## config.mk

```make
export PLATFORM = sky130hd
export DESIGN_NAME = baud_tick_nco
export DESIGN_NICKNAME = d
export VERILOG_FILES = /design/src/rtl/baud_tick_nco.sv
export SDC_FILE = /design/constraint.sdc
export NUM_CORES = 1
export LEC_CHECK = 0
export BUFFER_PORTS_ARGS = -buffer_cell sky130_fd_sc_hd__buf_2
export CAP_MARGIN = 5
export CORE_ASPECT_RATIO = 0.9
export CORE_MARGIN = 4
export CORE_UTILIZATION = 52
export CTS_CLUSTER_DIAMETER = 30
export DETAILED_ROUTE_END_ITERATION = 12
export PLACE_DENSITY = 0.87
export SYNTH_ARGS = -nofsm -noshare
export SYNTH_HDL_FRONTEND = slang
export SYNTH_SLANG_ARGS = --single-unit
```

## constraint.sdc

```tcl
create_clock -name clk -period 4.1 [get_ports clk]
set_input_delay 0.41 -clock clk [delete_from_list [all_inputs] [get_ports clk]]
set_output_delay 0.41 -clock clk [all_outputs]
set_load 0.005 [all_outputs]
```

## src/rtl/baud_tick_nco.sv

```systemverilog
`timescale 1ns/1ps
`default_nettype none
// ============================================================================
// Module   : baud_tick_nco
// Brief    : UART baud generator built on a phase accumulator (NCO). Emits
//            single-cycle oversample, mid-bit and end-of-bit tick pulses with
//            a runtime-programmable fractional rate.
// Revision : 1.0 - initial release
// ============================================================================
module baud_tick_nco #(
    parameter int CLK_FREQ     = 100_000_000,
    parameter int DEFAULT_BAUD = 9600,
    parameter int OVERSAMPLE   = 16,
    parameter int ACC_W        = 24
) (
    input  logic             clk,
    input  logic             rst_n,
    input  logic             en,
    input  logic             cfg_load,
    input  logic [ACC_W-1:0] cfg_inc,
    input  logic             sync,
    output logic [ACC_W-1:0] cur_inc,
    output logic             os_tick,
    output logic             mid_tick,
    output logic             bit_tick
);

    // Oversample counter width; never narrower than one bit.
    localparam int c_os_w = ($clog2(OVERSAMPLE) < 1) ? 1 : $clog2(OVERSAMPLE);

    // os_cnt value on the carry that produces the mid-bit and last-bit strobes.
    localparam logic [c_os_w-1:0] c_mid_cnt  = c_os_w'(OVERSAMPLE / 2 - 1);
    localparam logic [c_os_w-1:0] c_last_cnt = c_os_w'(OVERSAMPLE - 1);

    // Rounded reset increment, computed wide so the 2^ACC_W product cannot overflow.
    localparam logic [63:0] c_default_inc_64 =
        (64'(DEFAULT_BAUD) * 64'(OVERSAMPLE) * (64'd1 << ACC_W) + 64'(CLK_FREQ) / 64'd2)
        / 64'(CLK_FREQ);
    localparam logic [ACC_W-1:0] c_default_inc = c_default_inc_64[ACC_W-1:0];

    logic [ACC_W-1:0]  r_acc;
    logic [ACC_W-1:0]  r_cur_inc;
    logic [c_os_w-1:0] r_os_cnt;
    logic              r_os_tick;
    logic              r_mid_tick;
    logic              r_bit_tick;

    logic [ACC_W:0]    w_sum;
    logic              w_carry;

    // One extra bit on the add exposes the wrap as the oversample carry.
    always_comb begin
        w_sum   = {1'b0, r_acc} + {1'b0, r_cur_inc};
        w_carry = w_sum[ACC_W];
    end

    // Phase accumulator, oversample counter and registered tick strobes.
    always_ff @(posedge clk) begin
        if (!rst_n) begin
            r_acc      <= '0;
            r_cur_inc  <= c_default_inc;
            r_os_cnt   <= '0;
            r_os_tick  <= 1'b0;
            r_mid_tick <= 1'b0;
            r_bit_tick <= 1'b0;
        end else if (cfg_load) begin
            // New rate: restart the bit phase from zero.
            r_cur_inc  <= cfg_inc;
            r_acc      <= '0;
            r_os_cnt   <= '0;
            r_os_tick  <= 1'b0;
            r_mid_tick <= 1'b0;
            r_bit_tick <= 1'b0;
        end else if (sync) begin
            // Start-bit alignment: same rate, phase restarted.
            r_acc      <= '0;
            r_os_cnt   <= '0;
            r_os_tick  <= 1'b0;
            r_mid_tick <= 1'b0;
            r_bit_tick <= 1'b0;
        end else if (en) begin
            r_acc      <= w_sum[ACC_W-1:0];
            r_os_tick  <= w_carry;
            r_mid_tick <= w_carry && (r_os_cnt == c_mid_cnt);
            r_bit_tick <= w_carry && (r_os_cnt == c_last_cnt);
            if (w_carry) begin
                if (r_os_cnt == c_last_cnt) begin
                    r_os_cnt <= '0;
                end else begin
                    r_os_cnt <= r_os_cnt + c_os_w'(1);
                end
            end
        end else begin
            // Paused: phase is held, strobes are suppressed.
            r_os_tick  <= 1'b0;
            r_mid_tick <= 1'b0;
            r_bit_tick <= 1'b0;
        end
    end

    assign cur_inc  = r_cur_inc;
    assign os_tick  = r_os_tick;
    assign mid_tick = r_mid_tick;
    assign bit_tick = r_bit_tick;

endmodule
`default_nettype wire

```

=== Yosys cells after proc, flatten, opt, wreduce, memory -nomap -nowiden ===
Cells that the tools add are included.
W data, S select, Z words.

* Equal/unequal tests: 2
* Muxes and demuxes: 1
* Reductions and logical operators: 5
* Add/sub/neg operators: 2
* Bitwise operators: 2

{| class="wikitable"
|+ Operator list
! cell !! count
|-
| $add A24 B24 Y25 || 1
|-
| $add A4 B1 Y4 const B || 1
|-
| $eq A4 B3 Y1 const B || 1
|-
| $eq A4 B4 Y1 const B || 1
|-
| $mux W4 || 1
|-
| $reduce_or A4 Y1 || 1
|-
| $reduce_or A3 Y1 || 1
|-
| $logic_and A1 B1 Y1 || 2
|-
| $not A1 Y1 || 2
|-
| $reduce_and A2 Y1 || 1
|}

* Output and inout bits: 27
* Word-level logic and storage cells: 18
* Register bits: 55
* Input bits: 29

=== Depth between registers and ports, before layout ===
Gate-level depths: netlist of the first run.

* Word-level depth: 2
* Depth in mapped cells: 11
* Depth with buffers taken out: 10

=== Worst setup path after synthesis of the first run ===
Ideal clock, no wire load.

* Path kind: register -> register
* Start point: reg r_cur_inc[0] (netlist: cur_inc[0])
* End point: reg r_os_cnt[1]
* Cell stages (with the launch flop): 12
* Data required time: 3.972 ns
* Library setup time: 0.128 ns
* Clock period less this slack: 2.312 ns
* Setup slack: 1.788 ns
* Data arrival time: 2.184 ns
* Buffers on the path: 1
* Cells stage by stage: dfxtp_1 > ha_1 > fa_1 > a211oi_2 > o21ai_2 > o211ai_2 > nand3_2 > a21oi_2 > o41a_1 > buf_6 > mux2i_1 > nor2_1

* Cells in the longest elaborated chain, start to end: 2

{| class="wikitable"
|+ Ends and longest elaborated chain
! element !! line !! RTL
|-
| start: declaration || 42 || <nowiki>logic [ACC_W-1:0] r_cur_inc;</nowiki>
|-
| start signal: assignment || 61 || <nowiki>r_cur_inc <= c_default_inc;</nowiki>
|-
| start signal: assignment || 68 || <nowiki>r_cur_inc <= cfg_inc;</nowiki>
|-
| $add A24 B24 Y25 || 53 || <nowiki>w_sum = {1'b0, r_acc} + {1'b0, r_cur_inc};</nowiki>
|-
| $reduce_and A2 Y1 (no source line) || -- ||
|-
| end signal: assignment || 90 || <nowiki>r_os_cnt <= r_os_cnt + c_os_w'(1);</nowiki>
|-
| end: declaration || 43 || <nowiki>logic [c_os_w-1:0] r_os_cnt;</nowiki>
|}

Every way passes these cells.
A chain may end at the register's enable or synchronous reset.

=== Worst setup path in the final report of the first run ===
* Start point: reg r_cur_inc[0] (netlist: cur_inc[0])
* End point: reg r_bit_tick (netlist: bit_tick)

* Cells in the longest elaborated chain, start to end: 2

{| class="wikitable"
|+ Ends and longest elaborated chain
! element !! line !! RTL
|-
| $add A24 B24 Y25 || 53 ||
|-
| $logic_and A1 B1 Y1 || 85 || <nowiki>r_bit_tick <= w_carry && (r_os_cnt == c_last_cnt);</nowiki>
|-
| end signal: assignment || 85 ||
|-
| end: declaration || 46 || <nowiki>logic r_bit_tick;</nowiki>
|}

Every way passes these cells.

==> metrics, run 1 <==
net count after synthesis slightly below 400; Max Cap Viol 0; die width 89.89 um; WP data arrival 2830 ps; clock sinks 55; Worst Hold Class primary input to flop; Area Growth Syn to Fin 13.32%; WL final just over 7 mm; final setup fails 0; CP startpoint kind flop; antenna diode count 0; gpl congestion 0.8915; EDFF count, synth 0; status finished, final reports clean; Initial Util 54.50%; hold-critical path depth 3; Hold Buf Count CTS 0; Setup Buffers After CTS 0; cts bufs inserted 5; period utilization 63.80%; Vias 2670; Async SR Flop Fraction 0%; layout cells sized above 1 20.05%; clock slew at reported path FFs 100 ps; minimum clock period 2616 ps; ys flop type dfxtp_1; CTS max path bufs 2; H-tree Lvls 2; drc violations 0; Synth Warn # 0; WS Path Type flop to flop; Lkg Pwr 0.001641 uW; post-synthesis cell count 339; Vias/cell about 5.8; Pwr Density about 320 nW/um2; IO buf count 55; Antenna Nets Post-Route 0; grt ovf 0; multi-input logic area 1941 um2; CTS tree yes; synth unique cells 55; TNS Setup 0 ps; Worst Setup End Kind flop; clk root buf clkbuf_8; latest clock arrival within the worst-skew pair 310 ps; Die Span Y about 82 um; Layout Nets 443; GRT Total Usage 19.82%; critical path peak fanout 9; Avg Cell Area, Syn ~9 um2; Worst Skew 7.562 ps; worst reg2reg path depth 10; final hold violations 0; Power, Total 1150 uW; Worst Max-Slew Pin Slew around 770 ps; mean routed wirelength per cell approximately 15 um; share of the synthesized area in the top cell type between 30% and 40%; Peak Freq 382.3 MHz; row cnt 26; vias in the first global route 2652; core area ~5800 um2; Final Slew Violations 0; drt first pass iters 4; top cells by count, synth dfxtp_1 (55), mux2i_1 (37), nand2_1 (32); Fillers 500; initial antenna violation count 0; RSZ-0062 raised after global routing no; IO Count 56; sequential fraction of the synthesis area 35.09%; Die ar. 7343 um2; ranking of synthesized cells by area dfxtp_1 (35%), mux2i_1 (12%), ha_1 (10%); Max-slew headroom approximately half; flops & latches, synth 55; First DRT Iteration DRCs 158; largest net degree at the start of global routing 27; # resized after CTS 0; first-pass GRT wire length 12.06 mm; cell taking the most area after synthesis dfxtp_1; VDD IR-drop max 200.1 uV; CP required 4320 ps; top-count cell post-synth dfxtp_1; Mapped Area 3138 um2; dpl hpwl 5.160 mm; Seq. cell area around 1100 um2
kinds of logic after synthesis:
logic type | Yosys count | share of synthesized area (%)
XOR/XNOR | 22 | 6.141
multiplexers | 37 | 11.80
AO/OA/AOI/OAI | 83 | 17.62
buffers and inverters | 17 | 3.070
adder cells (fa/ha/maj) | 26 | 10.61
AND/OR/NAND/NOR | 99 | 15.67
flip-flops | 55 | 35.09
worst paths after layout:
kind | slack, ps | endpoint | from
setup / recovery | 1480 | bit_tick$_SDFF_PP0_ | cur_inc[0]$_SDFFE_PN0P_
hold / removal | 310 | cur_inc[7]$_SDFFE_PN1P_ | cfg_inc[7]
setup reg to reg | 1480 | bit_tick$_SDFF_PP0_ | cur_inc[0]$_SDFFE_PN0P_
hold reg to reg | 460 | r_acc[17]$_SDFFE_PP0P_ | r_acc[17]$_SDFFE_PP0P_
metal layers:
metal  global-route usage (%)  vias up  share of wire [%]
met3                    3.663        9                5.5
met2                    33.41       87                 46
met1                    25.87     1259                 47
li1                         -     1315                  -
met4                    7.034        0                1.2
met5                        0        -                  0
report_power, final:
part	internal, uW	switching [uW]	leakage (uW)
clock network	243	178	0.0000644
registers	552	15.3	0.000449
logic	74.7	86.1	0.00113
cell type report:
cell class                      instances  area share [%]
Clock buffer                            5           1.935
Clock inverter                          3           1.900
Inverter                                4          0.4222
Multi-Input combinational cell        267           54.57
Sequential cell                        55           30.96
Tap cell                               70           2.463
Timing Repair Buffer                   55           7.741
critical path, stage by stage, from the launching register on:
cell and delay (ps):
dfxtp_1 340, ha_1 220, fa_1 440, a211oi_2 270
o21ai_2 130, o211ai_2 200, nand3_2 90, a21oi_2 150
o41a_1 360, nor2_1 110, and4_1 220
layout by cell type (no fill, tap or decap), drive strengths merged, types with 14 or more instances in the layout:
| cell type | count |
|---|---|
| mux2i | 37 |
| a21oi | 27 |
| o21ai | 20 |
| nand2 | 32 |
| buf | 55 |
| nor2 | 25 |
| nor2b | 19 |
| ha | 25 |
| dfxtp | 55 |
| xnor2 | 14 |
flip-flops by register name (all words and copies together), names as in the netlist:
register  cells
cur_inc      24
r_acc        24
r_os_cnt      4
bit_tick      1
mid_tick      1
os_tick       1
metrics by stage:
step	hold WS, ps	util [%]	cells	worst slack [ps]	instance area, um2
4_1_cts	311.9	61.76	459	1512	3556
3_5_place_dp	449.3	59.39	451	1518	3420
3_3_place_gp	436.7	59.39	451	1616	3420
5_1_grt	328.6	61.76	459	1304	3556
6_report	314.5	61.76	459	1484	3556
2_1_floorplan	429.1	-	339	1788	3138
No activity file was read; power rests on OpenSTA's default activity.
==> run 2, diff against run 1 <==
- clock period: 4.1 -> 2.6 ns (I/O delays scaled with it)
==> metrics, run 2 (synthesized netlist as in run 1, its figures left out) <==
grt ovf 0 (unchanged); antenna diode count 0 (unchanged); WS Path Type flop to flop (unchanged); minimum clock period 2472 ps (was 2616 ps); final cell count without fillers 465 (was 459); First DRT Iteration DRCs 190 (was 158); Sw Ratio 25.01% (was 24.33%); drc violations 0 (unchanged); Max stage delay on crit path 400 ps (was 440 ps); Die Span Y 81.70 um (unchanged); met2 usage 32.28% (was 33.41%); clock network power share 33.7% (was 36.7%); mean routed wirelength per cell 14.96 um (was 15.39 um); Die ar. 7343 um2 (unchanged); RSZ-0062 raised after global routing no (unchanged); CTS max path bufs 2 (unchanged); layout cells sized above 1 21.77% (was 20.05%); Worst Hold Class primary input to flop (unchanged); Initial Util 54.50% (unchanged); Final Slew Violations 0 (unchanged); IO Count 56 (unchanged); Hold Buf Count CTS 0 (unchanged); dpl hpwl 5.188 mm (was 5.160 mm); CP startpoint kind flop (unchanged); Antenna Nets Post-Route 0 (unchanged); die width 89.89 um (unchanged); cts bufs inserted 5 (unchanged); crit-path cells ha_2, fa_2, a211oi_2, o21ai_2, o211ai_2, nand3_2, a21oi_2, o41a_1, buf_4, or4_1, o21ai_1 (was ha_1, fa_1, a211oi_2, o21ai_2, o211ai_2, nand3_2, a21oi_2, o41a_1, nor2_1, and4_1); Most Crowded Layer GR met2 (unchanged); latest clock arrival within the worst-skew pair 310 ps (about the same); commonest cells after routing, fill and taps aside dfxtp_1 (55), buf_2 (55), mux2i_1 (37) (unchanged); met3 Resource Use GR 3.846% (was 3.663%); first-pass GRT wire length 11.59 mm (was 12.06 mm); critical path peak fanout 9 (unchanged); combinational power share 14.9% (was 14.0%); sequential group share of total power 51.4% (was 49.3%); GRT Total Usage 19.09% (was 19.82%); row cnt 26 (unchanged); Vias/cell 5.716 (was 5.817); TNS Setup 0 ps (unchanged); largest net degree at the start of global routing 26 (was 27); IO buf count 55 (unchanged); clock slew at reported path FFs 100 ps (about the same); Pint 1304 uW (was 870.4 uW); Pwr Density 484.7 nW/um2 (was 323.5 nW/um2); WL final 6.955 mm (was 7.065 mm); CP required 2850 ps (was 4320 ps); gpl congestion 0.8926 (was 0.8915); WP data arrival 2720 ps (was 2830 ps); Psw 434.8 uW (was 279.8 uW); Fillers 486 (was 500); clk root buf clkbuf_8 (unchanged); Worst path slowest cell or4_1 (was fa_1); Area Growth Syn to Fin 14.31% (was 13.32%); Worst Skew 8.858 ps (was 7.562 ps); placed insts 455 (was 451); Max Cap Viol 0 (unchanged); status finished, final reports clean (unchanged); drt first pass iters 5 (was 4); Worst Max-Slew Pin Slew 514.2 ps (was 766.5 ps); H-tree Lvls 2 (unchanged); VDD IR-drop max 272.0 uV (was 200.1 uV); period utilization 95.07% (was 63.80%); met1 GRT Util 24.76% (was 25.87%); final setup fails 0 (unchanged); Max-slew headroom 65.72% (was 48.90%); initial antenna violation count 0 (unchanged); Peak Freq 404.6 MHz (was 382.3 MHz); vias in the first global route 2539 (was 2652); Layout Nets 449 (was 443); CTS tree yes (unchanged); Vias 2658 (was 2670); Worst Setup End Kind flop (unchanged); Lkg Pwr 0.001661 uW (was 0.001641 uW); core area 5758 um2 (unchanged); clock sinks 55 (unchanged); final hold violations 0 (unchanged)
## run 2: cell count changes in the layout (fill, tap and decap cells not counted)
cell / before / now
clkinvlp_4: 1 / 0
bufinv_16: 2 / 1
ha_2: 0 / 1
ha_1: 25 / 24
buf_4: 0 / 6
fa_2: 0 / 1
clkinv_2: 0 / 1
clkbuf_8: 5 / 6
fa_1: 1 / 0
## run 2: path summary, 6_finish.rpt
check	start	end	slack, ps	depth (start not counted)
setup / recovery	cur_inc[0]$_SDFFE_PN0P_	r_os_cnt[2]$_SDFFE_PP0P_	130	11
hold / removal	cfg_inc[3]	cur_inc[3]$_SDFFE_PN1P_	160	3
setup reg to reg	cur_inc[0]$_SDFFE_PN0P_	r_os_cnt[2]$_SDFFE_PP0P_	130	11
hold reg to reg	r_acc[18]$_SDFFE_PP0P_	r_acc[18]$_SDFFE_PP0P_	460	2
## run 2: metal layers
metal  share of wire (%)  routed length (um)  vias up
li1                    -                   -     1323
met1                  48                3306     1231
met2                  45                3133       95
met3                 6.2                 429        9
met4                 1.2                  85        0
met5                   0                   0        -
## run 2: repair_timing
item | in CTS | in global routing
pin swaps | 1 | 1
setup endpoints to repair | 1 | 5
buffers inserted | 2 | 0
gates resized for setup | 0 | 2
## run 2: area by class of cell
class                      count  area, um2  share of cell area, %
multi-input combinational    267       1946                  54.24
sequential                    55       1101                  30.69
timing repair buffer          61      320.3                  8.929
tap                           70      87.58                  2.442
clock buffer                   6      82.58                  2.302
clock inverter                 2      35.03                 0.9766
inverter                       4      15.01                 0.4186
## run 2: metrics by stage
step	util, %	setup WS [ps]	hold slack (ps)	cell area, um2	total power, uW
floorplan	-	288.1	388.2	3138	1091
global placement	59.91	111.7	436.7	3450	1158
detailed placement	59.91	11.63	448.7	3450	1168
CTS	62.21	87.44	164.0	3582	1751
global route	62.30	1.722	175.9	3587	1807
finish	62.30	128.2	160.2	3587	1739
## run 2: power by group through the flow
stage	Sequential, uW	Clock [uW]	Combinational [uW]
floorplan	911	0	179
global placement	912	0	246
detailed placement	913	0	254
CTS	894	599	257
global route	899	623	285
finish	894	586	258
## run 2: worst max-delay path, delay by kind of cell, from the launching register on
kind                     cells  cell delay, ps
AO/OA/AOI/OAI                6             930
adder cells (fa/ha/maj)      2             440
buffers and inverters        1             170
flip-flops                   1             380
AND/OR/NAND/NOR              2             480
==> run 3, diff against run 2 <==
- clock period: 2.6 -> 3 ns (I/O delays scaled with it)
==> metrics, run 3 (synthesized netlist as in run 1, its figures left out) <==
minimum clock period 2614 ps (was 2472 ps); Setup Buffers After CTS 0 (was 2); Max Cap Viol 0 (unchanged); GRT Total Usage 19.74% (was 19.09%); layout cells sized above 1 20.46% (was 21.77%); RSZ-0062 raised after global routing no (unchanged); drt first pass iters 4 (was 5); initial antenna violation count 0 (unchanged); crit-path cells ha_1, fa_1, a211oi_2, o21ai_2, o211ai_2, nand3_2, a21oi_2, o41a_1, nor2_1, and4_1 (was ha_2, fa_2, a211oi_2, o21ai_2, o211ai_2, nand3_2, a21oi_2, o41a_1, buf_4, or4_1, o21ai_1); worst hold slack 200.6 ps (was 160.2 ps); Max stage delay on crit path 440 ps (was 400 ps); placed insts 453 (was 455); Worst Skew 6.851 ps (was 8.858 ps); Final Slew Violations 0 (unchanged); Hold Buf Count CTS 0 (unchanged); dpl hpwl 5.092 mm (was 5.188 mm); Die ar. 7343 um2 (unchanged); vias in the first global route 2601 (was 2539); Worst path slowest cell fa_1 (was or4_1); final hold violations 0 (unchanged); worst reg2reg path depth 10 (was 11); cts bufs inserted 5 (unchanged); Max-slew headroom 48.42% (was 65.72%); clock slew at reported path FFs 100 ps (about the same); IO Count 56 (unchanged); commonest cells after routing, fill and taps aside dfxtp_1 (55), buf_2 (55), mux2i_1 (37) (unchanged); CTS max path bufs 2 (unchanged); grt ovf 0 (unchanged); Die Span Y 81.70 um (unchanged); WL final 6.942 mm (was 6.955 mm); Final Util 61.69% (was 62.30%); status finished, final reports clean (unchanged); Antenna Nets Post-Route 0 (unchanged); core area 5758 um2 (unchanged); H-tree Lvls 2 (unchanged); Worst Setup End Kind flop (unchanged); VDD IR-drop max 232.1 uV (was 272.0 uV); antenna diode count 0 (unchanged); WS Path Type flop to flop (unchanged); Fillers 505 (was 486); CP required 3210 ps (was 2850 ps); First DRT Iteration DRCs 176 (was 190); Peak Freq 382.5 MHz (was 404.6 MHz); Lkg Pwr 0.001648 uW (was 0.001661 uW); hold-critical path depth 3 (unchanged); final setup fails 0 (unchanged); Worst Max-Slew Pin Slew 773.7 ps (was 514.2 ps); crit path from cur_inc[0]$_SDFFE_PN0P_ (unchanged); Area Growth Syn to Fin 13.20% (was 14.31%); largest net degree at the start of global routing 27 (was 26); Initial Util 54.50% (unchanged); mean routed wirelength per cell 15.06 um (was 14.96 um); row cnt 26 (unchanged); period utilization 87.15% (was 95.07%); latest clock arrival within the worst-skew pair 310 ps (about the same); clock sinks 55 (unchanged); Crit path max-delay family compound AO/OA/AOI/OAI gates (unchanged); Worst Hold Launch cfg_inc[13] (was cfg_inc[3]); Pwr Density 424.5 nW/um2 (was 484.7 nW/um2); # resized after CTS 0 (unchanged); die width 89.89 um (unchanged); CP startpoint kind flop (unchanged); Vias/cell 5.742 (was 5.716); IO buf count 55 (unchanged); Vias 2647 (was 2658); gpl congestion 0.9025 (was 0.8926); reg2reg start cur_inc[0]$_SDFFE_PN0P_ (unchanged); first-pass GRT wire length 11.91 mm (was 11.59 mm); clk root buf clkbuf_8 (unchanged); final cell count without fillers 461 (was 465); critical path peak fanout 9 (unchanged); Critical Path Stages 10 (was 11); CTS tree yes (unchanged); drc violations 0 (unchanged); Worst Hold Class primary input to flop (unchanged); WP buf/inv 0 (was 1); TNS Setup 0 ps (unchanged); Layout Nets 445 (was 449); WP data arrival 2820 ps (was 2720 ps)
[run 3: worst reg2reg max path: cells and delay by family, from the launching register on]
kind                       cells  cell delay, ps
AOI/OAI and AO/OA              5            1130
DFF                            1             340
and+or+nand+nor                3             390
adders and majority gates      2             670
[run 3: report_power, final]
group	switching, uW	total (uW)	internal, uW
clock network	240	510	270
registers	20.6	775	755
logic	119	222	104
[run 3: area by class of cell]
type,count,area (um2),area share [%]
multi-input combinational,267,1941,54.63
sequential,55,1101,31.00
timing repair buffer,57,290.3,8.172
tap,70,87.58,2.466
clock buffer,6,82.58,2.325
clock inverter,2,35.03,0.9863
inverter,4,15.01,0.4227
[run 3: metrics by stage]
step / instance area, um2 / total power [uW] / worst slack (ps)
after floorplan: 3138 / 945.1 / 688.1
after global placement: 3435 / 1002 / 516.7
after detailed placement: 3435 / 1012 / 421.4
after CTS: 3552 / 1521 / 383.9
after global routing: 3552 / 1586 / 185.8
final: 3552 / 1508 / 385.5
[run 3: worst paths after layout]
kind	end	slack (ps)
max	bit_tick$_SDFF_PP0_	390
min	cur_inc[13]$_SDFFE_PN1P_	200
max reg2reg	bit_tick$_SDFF_PP0_	390
min reg2reg	r_acc[17]$_SDFFE_PP0P_	450
[run 3: per-layer routing]
layer	up-vias	share of wire [%]	track usage (%)
met5	-	0	0
met2	79	45	32.36
met4	0	1.4	8.104
li1	1317	-	-
met1	1240	48	26.08
met3	11	5.4	3.571
